$ cat src/rtl/jt12_reg_wr_pkg.sv
// Shared constants for the jt12 CPU register writer: register map,
// strobe vector layout and small decode helpers.
package jt12_reg_wr_pkg;

    // Register map (part-relative addresses)
    localparam logic [7:0] REG_EFFECT  = 8'h27;  // CH3 mode / CSM
    localparam logic [7:0] REG_KEYON   = 8'h28;
    localparam logic [3:0] REG_OP_LO   = 4'h3;   // first operator group (DT1/MUL)
    localparam logic [3:0] REG_OP_HI   = 4'h9;   // last operator group (SSG-EG)
    localparam logic [7:0] REG_FNUMLO  = 8'hA0;
    localparam logic [7:0] REG_FNUMHI  = 8'hA4;
    localparam logic [7:0] REG_CH3LO   = 8'hA8;
    localparam logic [7:0] REG_CH3HI   = 8'hAC;
    localparam logic [7:0] REG_ALG     = 8'hB0;
    localparam logic [7:0] REG_PMS     = 8'hB4;

    // Bit positions inside the one-hot update strobe vector.
    // The operator strobes are contiguous and ordered by reg[7:4].
    typedef enum logic [3:0] {
        STB_KEYON   = 4'd0,
        STB_DT1     = 4'd1,
        STB_TL      = 4'd2,
        STB_KS_AR   = 4'd3,
        STB_AMEN_DR = 4'd4,
        STB_SR      = 4'd5,
        STB_SL_RR   = 4'd6,
        STB_SSGEG   = 4'd7,
        STB_FNUMLO  = 4'd8,
        STB_ALG     = 4'd9,
        STB_PMS     = 4'd10
    } stb_e;

    localparam int NUM_STB = 11;
    localparam int NUM_OPGRP = int'(REG_OP_HI) - int'(REG_OP_LO) + 1;

    // Number of clk_en ticks a strobe must be held so the store's slot
    // counter sweeps every channel/operator once.
    function automatic logic [4:0] hold_len(input int num_ch);
        return 5'(4 * num_ch);
    endfunction

    // CH3 special registers are laid out op3, op1, op2 by reg[1:0];
    // storage index is op1=0, op2=1, op3=2.
    function automatic logic [1:0] ch3_idx(input logic [1:0] lane);
        case (lane)
            2'd0:    return 2'd2;
            2'd1:    return 2'd0;
            default: return 2'd1;
        endcase
    endfunction

endpackage

$ cat src/rtl/jt12_reg_wr_dec.sv
// Combinational decode of the latched register address into channel,
// slot and a one-hot update strobe vector.
import jt12_reg_wr_pkg::*;

module jt12_wr_dec (
    input  logic [7:0]         sel_reg,
    input  logic               sel_part,
    input  logic               part_ok,   // low for part 1 on a 3-channel part
    output logic [2:0]         ch,
    output logic [1:0]         op,
    output logic [NUM_STB-1:0] strobe,
    output logic               valid
);

    // Lane 3 of every per-channel group is unmapped.
    logic lane_ok;
    assign lane_ok = part_ok && (sel_reg[1:0] != 2'b11);

    assign ch = {sel_part, sel_reg[1:0]};
    assign op = sel_reg[3:2];

    assign strobe[STB_KEYON]  = part_ok && (sel_reg == REG_KEYON);
    assign strobe[STB_FNUMLO] = lane_ok && (sel_reg[7:2] == REG_FNUMLO[7:2]);
    assign strobe[STB_ALG]    = lane_ok && (sel_reg[7:2] == REG_ALG[7:2]);
    assign strobe[STB_PMS]    = lane_ok && (sel_reg[7:2] == REG_PMS[7:2]);

    // One operator strobe per 0x30..0x90 group, selected by reg[7:4].
    generate
        for (genvar gi = 0; gi < NUM_OPGRP; gi++) begin : g_opgrp
            assign strobe[int'(STB_DT1) + gi] =
                lane_ok && (sel_reg[7:4] == 4'(int'(REG_OP_LO) + gi));
        end
    endgenerate

    assign valid = |strobe;

endmodule

$ cat src/rtl/jt12_reg_wr.sv
// CPU-side register writer: latches address/data cycles, drives held
// update strobes for the register store and keeps the mode/latch state
// (fnum-high latch, CH3 special frequencies, CSM/effect bits).
import jt12_reg_wr_pkg::*;

module jt12_reg_wr #(
    parameter int num_ch = 6
) (
    input  logic        clk,
    input  logic        rst,
    input  logic        clk_en,
    input  logic        write,
    input  logic [1:0]  addr,
    input  logic [7:0]  cpu_din,
    output logic        busy,
    output logic [7:0]  din,
    output logic [2:0]  ch,
    output logic [1:0]  op,
    output logic        up_keyon,
    output logic        up_dt1,
    output logic        up_tl,
    output logic        up_ks_ar,
    output logic        up_amen_dr,
    output logic        up_sr,
    output logic        up_sl_rr,
    output logic        up_ssgeg,
    output logic        up_fnumlo,
    output logic        up_alg,
    output logic        up_pms,
    output logic [5:0]  latch_fnum,
    output logic        effect,
    output logic        csm,
    output logic [10:0] fnum_ch3op1,
    output logic [10:0] fnum_ch3op2,
    output logic [10:0] fnum_ch3op3,
    output logic [2:0]  block_ch3op1,
    output logic [2:0]  block_ch3op2,
    output logic [2:0]  block_ch3op3
);

    localparam logic       IS_3CH = (num_ch == 3);
    localparam logic [4:0] HOLD   = hold_len(num_ch);

    // Selected register and part from the last address cycle.
    // sel_p1 keeps the raw part bit so part-1 accesses on a 3-channel
    // part can be recognised and suppressed.
    logic [7:0]         sel_reg_q, sel_reg_d;
    logic               sel_part_q, sel_part_d;
    logic               sel_p1_q, sel_p1_d;

    logic [4:0]         cnt_q, cnt_d;
    logic [7:0]         din_q, din_d;
    logic [2:0]         ch_q, ch_d;
    logic [1:0]         op_q, op_d;
    logic [NUM_STB-1:0] stb_q, stb_d;

    logic [5:0]         latch_fnum_q, latch_fnum_d;
    logic               effect_q, effect_d;
    logic               csm_q, csm_d;
    logic [5:0]         hilatch_q [3];
    logic [5:0]         hilatch_d [3];
    logic [10:0]        fnum3_q [3];
    logic [10:0]        fnum3_d [3];
    logic [2:0]         block3_q [3];
    logic [2:0]         block3_d [3];

    logic [2:0]         dec_ch;
    logic [1:0]         dec_op;
    logic [NUM_STB-1:0] dec_stb;
    logic               dec_valid;
    logic               addr_wr;
    logic               data_wr;
    logic [1:0]         idx3;

    jt12_wr_dec u_dec (
        .sel_reg  (sel_reg_q),
        .sel_part (sel_part_q),
        .part_ok  (!(IS_3CH && sel_p1_q)),
        .ch       (dec_ch),
        .op       (dec_op),
        .strobe   (dec_stb),
        .valid    (dec_valid)
    );

    assign busy    = (cnt_q != 5'd0);
    assign addr_wr = write && !addr[0];
    assign data_wr = write && addr[0] && !busy;
    assign idx3    = ch3_idx(sel_reg_q[1:0]);

    // Next-state: address latch, data capture, hold countdown and mode latches.
    always_comb begin
        sel_reg_d    = sel_reg_q;
        sel_part_d   = sel_part_q;
        sel_p1_d     = sel_p1_q;
        cnt_d        = cnt_q;
        din_d        = din_q;
        ch_d         = ch_q;
        op_d         = op_q;
        stb_d        = stb_q;
        latch_fnum_d = latch_fnum_q;
        effect_d     = effect_q;
        csm_d        = csm_q;
        hilatch_d    = hilatch_q;
        fnum3_d      = fnum3_q;
        block3_d     = block3_q;

        if (addr_wr) begin
            sel_reg_d  = cpu_din;
            sel_part_d = addr[1] && !IS_3CH;
            sel_p1_d   = addr[1];
        end

        if (data_wr) begin
            // Load wins over a simultaneous clk_en decrement.
            cnt_d = HOLD;
            din_d = cpu_din;
            ch_d  = dec_ch;
            op_d  = dec_op;
            stb_d = dec_valid ? dec_stb : '0;

            if (sel_reg_q == REG_EFFECT) begin
                effect_d = (cpu_din[7:6] != 2'b00);
                csm_d    = (cpu_din[7:6] == 2'b10);
            end
            if (sel_reg_q[1:0] != 2'b11) begin
                if (sel_reg_q[7:2] == REG_FNUMHI[7:2])
                    latch_fnum_d = cpu_din[5:0];
                if (sel_reg_q[7:2] == REG_CH3HI[7:2])
                    hilatch_d[idx3] = cpu_din[5:0];
                if (sel_reg_q[7:2] == REG_CH3LO[7:2])
                    {block3_d[idx3], fnum3_d[idx3]} = {hilatch_q[idx3], cpu_din};
            end
        end else if (clk_en && busy) begin
            cnt_d = cnt_q - 5'd1;
            if (cnt_q == 5'd1)
                stb_d = '0;
        end
    end

    // State registers with synchronous reset.
    always_ff @(posedge clk) begin
        if (rst) begin
            sel_reg_q    <= '0;
            sel_part_q   <= 1'b0;
            sel_p1_q     <= 1'b0;
            cnt_q        <= '0;
            din_q        <= '0;
            ch_q         <= '0;
            op_q         <= '0;
            stb_q        <= '0;
            latch_fnum_q <= '0;
            effect_q     <= 1'b0;
            csm_q        <= 1'b0;
            for (int i = 0; i < 3; i++) begin
                hilatch_q[i] <= '0;
                fnum3_q[i]   <= '0;
                block3_q[i]  <= '0;
            end
        end else begin
            sel_reg_q    <= sel_reg_d;
            sel_part_q   <= sel_part_d;
            sel_p1_q     <= sel_p1_d;
            cnt_q        <= cnt_d;
            din_q        <= din_d;
            ch_q         <= ch_d;
            op_q         <= op_d;
            stb_q        <= stb_d;
            latch_fnum_q <= latch_fnum_d;
            effect_q     <= effect_d;
            csm_q        <= csm_d;
            hilatch_q    <= hilatch_d;
            fnum3_q      <= fnum3_d;
            block3_q     <= block3_d;
        end
    end

    assign din        = din_q;
    assign ch         = ch_q;
    assign op         = op_q;
    assign up_keyon   = stb_q[STB_KEYON];
    assign up_dt1     = stb_q[STB_DT1];
    assign up_tl      = stb_q[STB_TL];
    assign up_ks_ar   = stb_q[STB_KS_AR];
    assign up_amen_dr = stb_q[STB_AMEN_DR];
    assign up_sr      = stb_q[STB_SR];
    assign up_sl_rr   = stb_q[STB_SL_RR];
    assign up_ssgeg   = stb_q[STB_SSGEG];
    assign up_fnumlo  = stb_q[STB_FNUMLO];
    assign up_alg     = stb_q[STB_ALG];
    assign up_pms     = stb_q[STB_PMS];
    assign latch_fnum = latch_fnum_q;
    assign effect     = effect_q;
    assign csm        = csm_q;

    assign fnum_ch3op1  = fnum3_q[0];
    assign fnum_ch3op2  = fnum3_q[1];
    assign fnum_ch3op3  = fnum3_q[2];
    assign block_ch3op1 = block3_q[0];
    assign block_ch3op2 = block3_q[1];
    assign block_ch3op3 = block3_q[2];

endmodule

$ cat config.mk
export PLATFORM = sky130hd
export DESIGN_NAME = jt12_reg_wr
export DESIGN_NICKNAME = d
export VERILOG_FILES = /design/src/rtl/jt12_reg_wr_pkg.sv /design/src/rtl/jt12_reg_wr_dec.sv /design/src/rtl/jt12_reg_wr.sv
export SDC_FILE = /design/constraint.sdc
export NUM_CORES = 1
export LEC_CHECK = 0
export ABC_AREA = 1
export CAP_MARGIN = 20
export CORE_MARGIN = 3
export CORE_UTILIZATION = 49
export CTS_BUF_LIST = sky130_fd_sc_hd__clkbuf_4
export DETAILED_ROUTE_END_ITERATION = 16
export PLACE_DENSITY_LB_ADDON = 0.1
export SETUP_SLACK_MARGIN = 0.02
export SLEW_MARGIN = 5
export SYNTH_ARGS = -nofsm -noshare
export SYNTH_HDL_FRONTEND = slang
export SYNTH_SLANG_ARGS = --single-unit
export TNS_END_PERCENT = 5
$ cat constraint.sdc
create_clock -name clk -period 1.5 [get_ports clk]
set_clock_uncertainty 0.05 [all_clocks]
set_input_delay 0.15 -clock clk [delete_from_list [all_inputs] [get_ports clk]]
set_output_delay 0.15 -clock clk [all_outputs]
set_load 0.02 [all_outputs]
==> flow_summary_export.csv, run 1 <==
group,metric,value,unit
sta,setup_viol_count_final,54,
drt,drcViolationCount,0,
clock_network,clock_tree.buffer_depth,2,
layout,syn2layout_area_growth,33.5,%
critical_path,cp_slowest_cell,"dfxtp_2",
drt,drtAntennaViolNets,0,
layout,mostFrequentLayoutCell,"nand2_1",
sta,relSlewSlack,71.3,%
yosys,yosysSeqAreaShare,43.3,%
critical_path,cp_num_cells,8,
yosys,post_synthesis_net_count,735,
floorplan,start_util,51.6,%
drt,wirelength,13500,um
min_path,holdCritPathClass,"in -> reg",
place,dpl_cell_area,6230,um^2
critical_path,timing.critical_path.from_type,"flop",
layout,final_net_count,856,
sta,clock.fmax,640,MHz
clock_network,root_buffer,"clkbuf_4",
clock_network,numClockSinks,106,
floorplan,fp.coreArea,9500,um^2
yosys,yosysWarningCount,0,
grt,antenna_found_initial,0,
critical_path,cp_num_buf_inv,2,
floorplan,boundaryPins,89,
floorplan,die_width,106,um
sta,grt_setup_unrepaired,"true",
critical_path,critical_path.cell_chain,"inv_2, ha_4, nand3_4, nor2_8, buf_12, nand3_4, nor2_1, nor2_1",
grt,first_global_vias,4446,
pwr,power.switching,2.36,mW
clock_network,cts_buffers,9,
critical_path,crit_family,"simple AND/OR/NAND/NOR gates",
clock_network,htree_levels,3,
drt,drtPass1Iterations,5,
pwr,power_density,1010,nW/um^2
grt,globalRouteOverflowTotal,0,
clock_network,cts_tree,"built",
grt,largest_net_degree_at_the_start_of_global_routing,34,
clock_network,hold_buffer_count_at_cts,0,
yosys,syn_inst,718,
status,violations_in_the_final_reports,"setup timing",
layout,number_of_diodes_added_for_antenna_fixing,0,
critical_path,critical_path_sink_type,"flop",
sta,layout_worst_path_cycle_share,104,%
sta,fin_ws,-62.5,ps
pwr,sw_frac_of_total,35.8,%
sta,finalMaxSlewViolations,0,
job,max_capacitance_violation_count,0,
critical_path,r2r.worst_path.cells,8,
drt,detail_route.vias_per_cell,5.04,
drt,dr_wl_cell,13.9,um
place,gp_congestion,0.853,
pwr,share_comb_of_total_power,32.8,%
sta,layout_min_cycle_time,1560,ps
critical_path,critPathMaxStageDelay,360,ps
floorplan,std_cell_rows,35,
grt,first_pass_grt_wire_length,20900,um
critical_path,worst_path_class_setup,"reg -> reg",
layout,post_route_cells_drive_above_1_share,13.0,%
critical_path,arrival_time_worst_endpoint,1890,ps
grt,track_usage,22.4,%
pwr,leakagePower,3.32,nW
layout,final_area,6550,um^2
place,placement.io_buffers,88,
yosys,synth_area,4900,um^2
pwr,power_frac_clock,20.4,%
drt,drt_iter0_markers,258,
place,dp.final_hpwl,8750,um
pwr,ir_worst_vdd,0.669,mV
floorplan,die_h,106,um
critical_path,worst-endpoint-required,1830,ps
critical_path,cp_max_fo,14,
layout,mostFrequentLayoutCells,"nand2_1, inv_1, nor2_1",
clock_network,worst_setup_hold_path_clk_slew,160,ps
yosys,ys_types,27,
min_path,hold-path-cell-count,3,
yosys,number_of_synthesized_register_bits,106,
pwr,p_int,4.24,mW
pwr,power_frac_seq,46.9,%
sta,final_hold_viol_count,0,
status,status,"finished, violations left",
drt,vias,4903,
pwr,post-layout-total-power,6.60,mW
yosys,avgSynthCellArea,6.83,um^2
clock_network,clk-insertion-delay-late,470,ps
sta,tightestPinTransition,430,ps
floorplan,die_area,11200,um^2
## power by group through the flow
stage | logic [mW] | registers [mW] | clock network (mW)
2_1_floorplan | 1.04 | 3.24 | 0
3_3_place_gp | 1.94 | 3.15 | 0
3_5_place_dp | 2.00 | 3.15 | 0
4_1_cts | 2.05 | 3.09 | 1.36
5_1_grt | 2.35 | 3.11 | 1.47
6_report | 2.16 | 3.09 | 1.34
## worst min-delay path: cells and delay by family
family | cells | cell delay, ps
buf+inv | 1 | 410
simple gates | 2 | 150
## flip-flops by register name (all words and copies together) (netlist names), 5 cells and up
name         cells
stb_q           11
fnum_ch3op2     11
sel_reg_q        8
din              8
fnum_ch3op1     11
latch_fnum       6
hilatch_q       18
cnt_q            5
fnum_ch3op3     11
## logic make-up after synthesis
group / synth area share [%]
DFF: 43.3
adders and majority gates: 0.765
and+or+nand+nor: 35.2
AOI/OAI and AO/OA: 6.30
buffers and inverters: 14.5
## cells in the mapped netlist
library cell	instances	area share (%)
buf_1	4	0.31
inv_2	4	0.31
dfxtp_1	106	43
nand4_2	1	0.26
o211ai_1	1	0.15
nor2_2	5	0.64
a31oi_1	1	0.13
inv_1	125	9.6
buf_6	9	2.1
nand3_4	4	1.4
nand2_1	166	13
nand3_2	3	0.61
nor3_1	3	0.31
nand4_1	36	4.6
nor2_4	2	0.46
ha_1	3	0.77
o21ai_0	24	2.4
buf_4	1	0.15
clkbuf_1	14	1.1
nor2_1	115	8.8
clkbuf_2	1	0.10
nand2_2	1	0.13
nor3b_1	1	0.15
a21oi_1	35	3.6
nor2_8	2	0.82
buf_2	9	0.92
nand3_1	42	4.3
## final cells by class
class / count / area, um^2
Tap cell: 129 / 161
Fill cell: 869 / 2960
Clock buffer: 9 / 67.6
Timing Repair Buffer: 140 / 1370
Multi-Input combinational cell: 453 / 2290
Inverter: 129 / 484
Clock inverter: 7 / 52.6
Sequential cell: 106 / 2130
## per-stage QoR
stage / cells / TNS, ps / utilization [%] / hold WS, ps / setup WS (ps)
floorplan: 718 / -564 / - / 235 / -35.1
global placement: 941 / -12540 / 65.5 / 412 / -228
detailed placement: 941 / -15540 / 65.5 / 411 / -258
CTS: 960 / -3610 / 66.8 / 215 / -125
global route: 973 / -9030 / 68.9 / 230 / -164
finish: 973 / -1540 / 68.9 / 230 / -62.5
## per-layer routing
layer  track usage, %  part of all wire [%]
met3             3.34                   6.3
met1             29.3                    44
met2             38.3                    48
met4             6.66                   1.5
met5                0                     0
## worst paths after layout
path                                 start         endpoint  slack, ps
worst min register to register       ch[1]            ch[1]        430
worst max-delay path              cnt_q[0]  block_ch3op3[0]        -60
worst max register to register    cnt_q[0]  block_ch3op3[0]        -60
worst min-delay path            cpu_din[5]    latch_fnum[5]        230
## timing repair
action                                  CTS  global route
cloned                                    0             8
pin swaps                                11             7
gates resized for setup                  94            12
setup buffers                             3             5
endpoints found under the setup margin  154            94
Note: power is estimated with default switching activity, not from simulation.
==> run 2: changes to the inputs <==
CORE_UTILIZATION = 53   (was 49)
clock period = 1.6 ns   (was 1.5 ns; I/O delays follow)
==> run 2 against run 1 <==
  * The flow still finishes with violations (setup timing)
  * Sequential cell count unchanged
  * Combinational power decreased by 8%
  * Sequential share of layout area increased by 0.90 points
  * Core utilization increased by 3.4 points
  * Clock power about the same
  * Via count decreased by 1.1%
==> flow_summary_export.csv, run 2 (synthesis results as in run 1) <==
group,metric,value,unit
pwr,leakagePower,3.30,nW
critical_path,worst-endpoint-required,1950,ps
sta,clock.fmax,623,MHz
clock_network,numClockSinks,106,
floorplan,die_area,10400,um^2
grt,first_global_vias,4316,
status,violations_in_the_final_reports,"setup timing",
critical_path,worst_r2r_startpoint,"cnt_q[1]",
place,gp_congestion,0.887,
clock_network,cts_tree,"built",
critical_path,crit_path_end,"hilatch_q[5]",
min_path,hold-path-cell-count,3,
critical_path,setup.reg_to_reg.worst_slack,-4,ps
clock_network,clk-insertion-delay-late,450,ps
sta,setup_viol_count_final,1,
sta,layout_min_cycle_time,1600,ps
drt,vias,4847,
floorplan,die_width,102,um
drt,detail_route.vias_per_cell,5.16,
critical_path,arrival_time_worst_endpoint,1950,ps
grt,first_pass_grt_wire_length,20000,um
grt,track_usage,23.8,%
sta,tightestPinTransition,402,ps
place,placement.io_buffers,88,
layout,syn2layout_area_growth,30.4,%
clock_network,clock_tree.buffer_depth,2,
pwr,ir_worst_vdd,0.823,mV
layout,mostFrequentLayoutCells,"nand2_1, inv_1, nor2_1",
sta,layout_worst_path_cycle_share,100,%
sta,final_hold_viol_count,0,
job,max_capacitance_violation_count,0,
grt,largest_net_degree_at_the_start_of_global_routing,85,
layout,layoutNonFillerInstCount,940,
floorplan,fp.coreArea,8850,um^2
layout,number_of_diodes_added_for_antenna_fixing,0,
place,dp.cells,908,
critical_path,timing.critical_path.from_type,"flop",
layout,fillerInstances,727,
drt,drtAntennaViolNets,0,
drt,drt_iter0_markers,356,
layout,post_route_cells_drive_above_1_share,13.6,%
layout,mostFrequentLayoutCell,"nand2_1",
drt,drtPass1Iterations,5,
critical_path,critical_path_sink_type,"flop",
floorplan,start_util,55.4,%
layout,largest_register_ffs,18,
sta,finalSetupTns,-4.33,ps
drt,dr_wl_cell,14.4,um
min_path,holdCritPathClass,"in -> reg",
sta,relSlewSlack,73.2,%
place,dp.final_hpwl,8400,um
floorplan,boundaryPins,89,
status,status,"finished, violations left",
sta,grt_setup_unrepaired,"true",
sta,fin_ws,-4.33,ps
layout,regMostFlops,"hilatch_q",
drt,wirelength,13500,um
critical_path,r2r.worst_path.cells,10,
critical_path,regToRegEndpoint,"hilatch_q[5]",
floorplan,std_cell_rows,34,
clock_network,htree_levels,3,
critical_path,worstSetupStartpoint,"cnt_q[1]",
grt,globalRouteOverflowTotal,0,
pwr,power_density,975,nW/um^2
clock_network,worst_setup_hold_path_clk_slew,150,ps
drt,drcViolationCount,0,
floorplan,die_h,102,um
critical_path,cp_max_fo,6,
clock_network,cts_buffers,9,
critical_path,worst_path_class_setup,"reg -> reg",
clock_network,root_buffer,"clkbuf_4",
sta,finalMaxSlewViolations,0,
clock_network,hold_buffer_count_at_cts,0,
layout,final_net_count,845,
grt,antenna_found_initial,0,
## run 2: cell types whose count changed in the layout (fill, tap and decap cells not counted), sizes merged
cell | previous run | this run
buf | 53 | 43
clkbuf | 9 | 13
nand3 | 57 | 53
clkinv | 5 | 3
inv | 131 | 129
bufinv | 0 | 1
clkinvlp | 0 | 1
## run 2: what timing repair did
item                                    in CTS  in global routing
endpoints found under the setup margin     164                 90
gates resized for setup                     89                 33
setup buffers                                3                  6
pin swaps                                    3                 33
cloned                                       1                  7
## run 2: stage by stage
stage,hold WS [ps],utilization (%),setup WS [ps],total power [mW],area (um^2)
2_1_floorplan,245,-,23.8,4.01,4920
3_3_place_gp,405,67.8,-128,4.55,6000
3_5_place_dp,420,67.8,-209,4.63,6000
4_1_cts,242,69.1,31.3,5.93,6110
5_1_grt,249,72.3,-98.8,6.53,6390
6_report,261,72.3,-4.33,6.24,6390
## run 2: worst min path at each step
stage	start	to	slack (ps)
2_1_floorplan	cpu_din[0]	latch_fnum[0]	240
3_3_place_gp	csm	csm	400
3_5_place_dp	csm	csm	420
4_1_cts	cpu_din[5]	latch_fnum[5]	240
5_1_grt	cpu_din[5]	latch_fnum[5]	250
6_report	cpu_din[4]	latch_fnum[4]	260
## run 2: critical path, stage by stage (launching register included)
cell,delay [ps]
dfxtp_2,360
inv_2,70
ha_4,140
nand3_4,110
nor2_8,200
buf_12,150
buf_6,110
nand3_4,110
nand2_1,100
inv_1,50
nor2_1,100
## run 2: power breakdown
part / leakage [nW] / switching (mW) / internal [mW]
sequential: 0.861 / 0.110 / 2.80
clock: 0.0722 / 0.868 / 0.485
combinational: 2.36 / 1.16 / 0.820
total: 3.30 / 2.13 / 4.10
## run 2: cell type report
class	count	area, um^2	share of cell area, %
flip-flops and latches	106	2130	33.4
clock inverters	5	56.3	0.881
well taps	108	135	2.11
repair buffers	133	1280	20.0
clock buffers	10	75.1	1.17
multi-input cells	449	2230	34.9
inverters	129	484	7.57
## run 2: routing by layer
layer | vias up | track usage, % | part of all wire, %
met5 | - | 0 | 0
met4 | 0 | 7.57 | 1.8
met3 | 27 | 4.91 | 7.4
met2 | 203 | 39.7 | 47
met1 | 2186 | 30.8 | 43
li1 | 2431 | - | -
